==> src/rtl/event_packetizer.sv <==
// Event packetizer: timestamps single-cycle bus-sniffer events and serializes
// each into an 8-byte packet on a registered byte port. Events that cannot be
// buffered are counted and later reported in a 3-byte overflow packet.
module event_packetizer #(
  parameter logic [7:0]  HDR_EVT     = 8'hA0,
  parameter logic [7:0]  HDR_OVF     = 8'hAF,
  parameter int unsigned TS_PRESCALE = 1
) (
  input  logic        mclk,
  input  logic        reset,
  input  logic        capture_en,
  input  logic        ev_valid,
  input  logic        ev_write,
  input  logic [23:0] ev_addr,
  input  logic [15:0] ev_data,
  input  logic        have_space,
  output logic [7:0]  data,
  output logic        wr,
  output logic        busy,
  output logic [15:0] drop_cnt
);

  localparam int unsigned  PsW   = (TS_PRESCALE > 1) ? $clog2(TS_PRESCALE) : 1;
  localparam logic [PsW-1:0] PsMax = PsW'(TS_PRESCALE - 1);

  typedef enum logic [1:0] {StIdle, StEvt, StOvf} state_e;

  state_e         state_q;
  logic [PsW-1:0] ps_q;
  logic [15:0]    ts_q;
  logic           slot_full_q;
  logic           slot_write_q;
  logic [15:0]    slot_ts_q;
  logic [23:0]    slot_addr_q;
  logic [15:0]    slot_data_q;
  logic [63:0]    shift_q;
  logic [2:0]     idx_q;

  logic idle, strobe, start_ovf, start_evt, accept, drop, last_byte;

  // Decode packet starts and slot accept/drop decisions for this cycle.
  always_comb begin
    idle      = (state_q == StIdle);
    strobe    = capture_en && ev_valid;
    start_ovf = idle && have_space && (drop_cnt != 16'h0000);
    start_evt = idle && have_space && (drop_cnt == 16'h0000) && slot_full_q;
    // The slot may be refilled in the same cycle it is handed to the shifter.
    accept    = strobe && (!slot_full_q || start_evt);
    drop      = strobe && !accept;
    last_byte = ((state_q == StEvt) && (idx_q == 3'd7)) ||
                ((state_q == StOvf) && (idx_q == 3'd2));
  end

  assign busy = !idle || slot_full_q;

  // Timestamp counter advancing once every TS_PRESCALE clocks.
  always_ff @(posedge mclk or negedge reset) begin
    if (!reset) begin
      ps_q <= '0;
      ts_q <= 16'h0000;
    end else if (ps_q == PsMax) begin
      ps_q <= '0;
      ts_q <= ts_q + 16'd1;
    end else begin
      ps_q <= ps_q + 1'b1;
    end
  end

  // One-deep event holding slot.
  always_ff @(posedge mclk or negedge reset) begin
    if (!reset) begin
      slot_full_q  <= 1'b0;
      slot_write_q <= 1'b0;
      slot_ts_q    <= 16'h0000;
      slot_addr_q  <= 24'h000000;
      slot_data_q  <= 16'h0000;
    end else if (accept) begin
      slot_full_q  <= 1'b1;
      slot_write_q <= ev_write;
      slot_ts_q    <= ts_q;
      slot_addr_q  <= ev_addr;
      slot_data_q  <= ev_data;
    end else if (start_evt) begin
      slot_full_q  <= 1'b0;
    end
  end

  // Saturating drop counter; cleared when its value is snapshotted for OVF.
  always_ff @(posedge mclk or negedge reset) begin
    if (!reset) begin
      drop_cnt <= 16'h0000;
    end else if (start_ovf) begin
      drop_cnt <= drop ? 16'h0001 : 16'h0000;
    end else if (drop && (drop_cnt != 16'hFFFF)) begin
      drop_cnt <= drop_cnt + 16'd1;
    end
  end

  // Packet FSM with registered byte outputs.
  always_ff @(posedge mclk or negedge reset) begin
    if (!reset) begin
      state_q <= StIdle;
      shift_q <= 64'h0;
      idx_q   <= 3'd0;
      data    <= 8'h00;
      wr      <= 1'b0;
    end else begin
      unique case (state_q)
        StIdle: begin
          wr    <= 1'b0;
          idx_q <= 3'd0;
          if (start_ovf) begin
            state_q <= StOvf;
            shift_q <= {HDR_OVF, drop_cnt, 40'h0};
          end else if (start_evt) begin
            state_q <= StEvt;
            shift_q <= {HDR_EVT | {7'b0, slot_write_q}, slot_ts_q, slot_addr_q, slot_data_q};
          end
        end
        StEvt, StOvf: begin
          wr      <= 1'b1;
          data    <= shift_q[63:56];
          shift_q <= {shift_q[55:0], 8'h00};
          idx_q   <= idx_q + 3'd1;
          if (last_byte) state_q <= StIdle;
        end
        default: state_q <= StIdle;
      endcase
    end
  end

endmodule

==> config.mk <==
export PLATFORM = sky130hd
export DESIGN_NAME = event_packetizer
export DESIGN_NICKNAME = d
export VERILOG_FILES = /design/src/rtl/event_packetizer.sv
export SDC_FILE = /design/constraint.sdc
export NUM_CORES = 1
export LEC_CHECK = 0
export ABC_CLOCK_PERIOD_IN_PS = 1910
export BUFFER_PORTS_ARGS = -buffer_cell sky130_fd_sc_hd__buf_2
export CAP_MARGIN = 20
export CORE_UTILIZATION = 50
export DETAILED_ROUTE_END_ITERATION = 8
export PLACE_DENSITY = 0.72
export SYNTH_ARGS = -nofsm -noshare
export SYNTH_HDL_FRONTEND = slang
export SYNTH_SLANG_ARGS = --single-unit
==> constraint.sdc <==
create_clock -name mclk -period 1.91 [get_ports mclk]
set_input_delay 0.382 -clock mclk [delete_from_list [all_inputs] [get_ports mclk]]
set_output_delay 0.382 -clock mclk [all_outputs]
set_load 0.005 [all_outputs]
==> impl_metrics.yaml <==
outcome:
  status: "finished, violations left"
  violations: "setup timing"
worst_setup_path:
  reg2reg_slack_ps: -270
  critPathCaptureType: "flip-flop"
  crit_path_max_fanout: 18
  ff2ff_path_depth: 9
  cp.required_ps: 2260
  startpoint: "drop_cnt[0]$_DFFE_PN0P_"
  critPathKind: "flip-flop to flip-flop"
  reg2reg_from: "drop_cnt[0]$_DFFE_PN0P_"
  cp-start-kind: "flip-flop"
  crit_arrival_ps: 2530
  r2r-end: "shift_q[26]$_DFFE_PN0P_"
die:
  chipWidth_um: 125.9
  coreArea_mm2: 0.01475
  die_area_mm2: 0.01585
  start_util: 0.5204
  fp.dieH_um: 125.9
  io_pins: 72
  num_rows: 44
power:
  pwr-share-comb: 0.506
  internal_power_mw: 11.74
  leakage_nw: 4.893
  powerDensity_mw_per_mm2: 1815
  p_clk_frac: 0.178
  ir_worst_vdd_mv: 0.9253
  seq_power_share: 0.315
  p_sw_mw: 7.544
  switching_share: 0.3912
routing:
  vias: 6364
  drtIter0Drc: 716
  drtPass1Iterations: 5
  wl_um: 23130
  drc: 0
  antenna_left: 0
  via_per_inst: 6.282
  post_drt_wl_per_cell_um: 22.83
place:
  dp_cells: 948
  io_buffers: 71
  place.gp.congestion: 0.8884
  hpwl_um: 12140
sta:
  rsz0062_at_grt: "true"
  fin_crit_ps: 2181
  setup_viol: 138
  fmax_mhz: 458.6
  relSlewSlack: 0.6769
  hold_viol_final: 0
  worst_pin_slew_ps: 484.7
  setup_slack_ps: -270.6
  tns_ps: -24220
  hold_slack_ps: 171.3
  finalMaxSlewViolations: 0
  skew_ps: 12.60
  min_period_over_period: 1.142
cells_and_area:
  nFillCells: 872
  n_antenna_cell: 0
  fin_cells: 1013
  final-seq-area_mm2: 0.004205
  fin_nets: 874
  drive_above_1_share: 0.4741
  area_growth_pct: 38.36
  multiInputGateArea_mm2: 0.004074
synthesis:
  synth_cell_type_count: 47
  synth-async-reset-ratio: 1.000
  syn_inst: 669
  synthTopCellsByArea: "dfrtp_1 55%, mux2_4 5.9%, mux2_2 5.1%"
  yosys.area.top_type: "dfrtp_1"
  synth_edf_count: 0
  ys_seq_area_frac: 0.5476
  avgSynthCellArea_um2: 11.48
  ys.flop_type: "dfrtp_1"
  syn-num-nets: 725
  synth_top_area_share: 0.5476
  synthesis.area_mm2: 0.007677
  ys_ff_latch: 168
  yosys_warnings: 0
grt:
  grt_max_degree: 54
  overflow: 0
  grt_first_pass_wirelength_um: 32310
  antenna_found_initial: 0
  first_global_vias: 6242
  grt_util_all_layers: 0.2636
min_path:
  hold_path.class: "input port to flip-flop"
  hold_depth: 2
  whs_endpoint: "slot_addr_q[23]$_DFFE_PN0P_"
  hold_start: "ev_addr[23]"
clocking:
  clockBufferDepth: 2
  cts_buffers: 17
  clk_pin_slew_ps: 80
  cts_tree: "done"
  htree_levels: 4
  clk-insertion-delay-late_ps: 440
  cts-root-buf: "clkbuf_16"
  cts_sinks: 168
run:
  cap_violations: 0
[layout by cell type, fill, tap and decap left out, drive strengths merged, types with 16 or more instances in the layout]
cell type  count
mux2          65
o21ai         33
dfrtp        168
buf          170
nand3b        32
and3          16
a31oi         33
nor2          47
nand2         73
clkbuf        21
a221oi        19
[final cells by class]
| type | count | share of cell area |
|---|---|---|
| timing repair buffer | 172 | 0.1403 |
| sequential | 168 | 0.3959 |
| tap | 184 | 0.02167 |
| inverter | 12 | 0.004240 |
| clock inverter | 10 | 0.01143 |
| multi-input combinational | 447 | 0.3835 |
| clock buffer | 20 | 0.04299 |
[timing repair]
action,4_1_cts,5_1_grt
gates cloned,7,2
hold endpoints to repair,38,0
gates resized for setup,83,149
setup buffers,19,11
hold buffers,1,0
pin swaps,17,31
endpoints found under the setup margin,134,140
[metrics by stage]
| stage | power [mW] | setup WS (ps) | utilization | cell area (µm²) |
|---|---|---|---|---|
| finish | 19.28 | -270.6 | 0.7200 | 10620 |
| global route | 20.07 | -278.7 | 0.7200 | 10620 |
| CTS | 16.65 | -117.8 | 0.6676 | 9849 |
| detailed placement | 11.66 | -270.2 | 0.5870 | 8661 |
| global placement | 11.41 | -178.0 | 0.5870 | 8661 |
| floorplan | 9.666 | -123.9 | - | 7692 |
[critical path: stages, from the launching register on]
cell and delay, ps:
dfrtp_2 440, inv_2 80, ha_4 130, nor4b_4 290
buf_4 180, buf_6 100, a41o_4 300, buf_12 180
nand3b_1 130, a31oi_1 230
[layer usage]
metal | share of wire | track usage | routed length, µm
met4 | 0.035 | 0.1127 | 803
met2 | 0.50 | 0.4160 | 11550
met5 | 0 | 0 | 0
met1 | 0.39 | 0.3431 | 9020
met3 | 0.076 | 0.07222 | 1754
[power by group through the flow]
stage | sequential, mW | clock, mW | combinational (mW)
after detailed placement | 5.77 | 0 | 5.89
after global routing | 6.17 | 3.61 | 10.3
after CTS | 5.79 | 3.43 | 7.43
after global placement | 5.72 | 0 | 5.69
final | 6.08 | 3.43 | 9.76
after floorplan | 5.51 | 0 | 4.16
[synth_stat cells (all sizes together) (13+ instances only)]
cell type and n:
a22o 13, clkbuf 30, nand3b 32, a221oi 19, mux2 65, nand3 15
nand2 73, nor2 47, dfrtp 168, o21ai 33, and3 16, buf 14
a31oi 33, nor3 13
[sequential cells by signal (all words and copies together) (netlist names)]
name / flops
ts_q: 16
slot_write_q: 1
state_q: 2
data: 8
drop_cnt: 16
idx_q: 3
slot_addr_q: 24
shift_q: 64
slot_full_q: 1
slot_ts_q: 16
wr: 1
slot_data_q: 16
[worst max path at each step]
stage                                   to  slack, ps
6_report           shift_q[26]$_DFFE_PN0P_       -270
3_5_place_dp       drop_cnt[4]$_DFFE_PN0P_       -270
2_1_floorplan  slot_addr_q[18]$_DFFE_PN0P_       -120
3_3_place_gp       drop_cnt[4]$_DFFE_PN0P_       -180
4_1_cts            shift_q[36]$_DFFE_PN0P_       -120
5_1_grt            shift_q[26]$_DFFE_PN0P_       -280
[logic make-up after synthesis]
group,Yosys count,synth area share
and+or+nand+nor,218,0.1519
DFF,168,0.5476
AOI/OAI and AO/OA,135,0.1214
muxes,66,0.1113
buffers and inverters,56,0.03325
xor gates and xnor gates,16,0.01825
adders and majority gates,10,0.01630
Power figures use the tool's default switching activity.
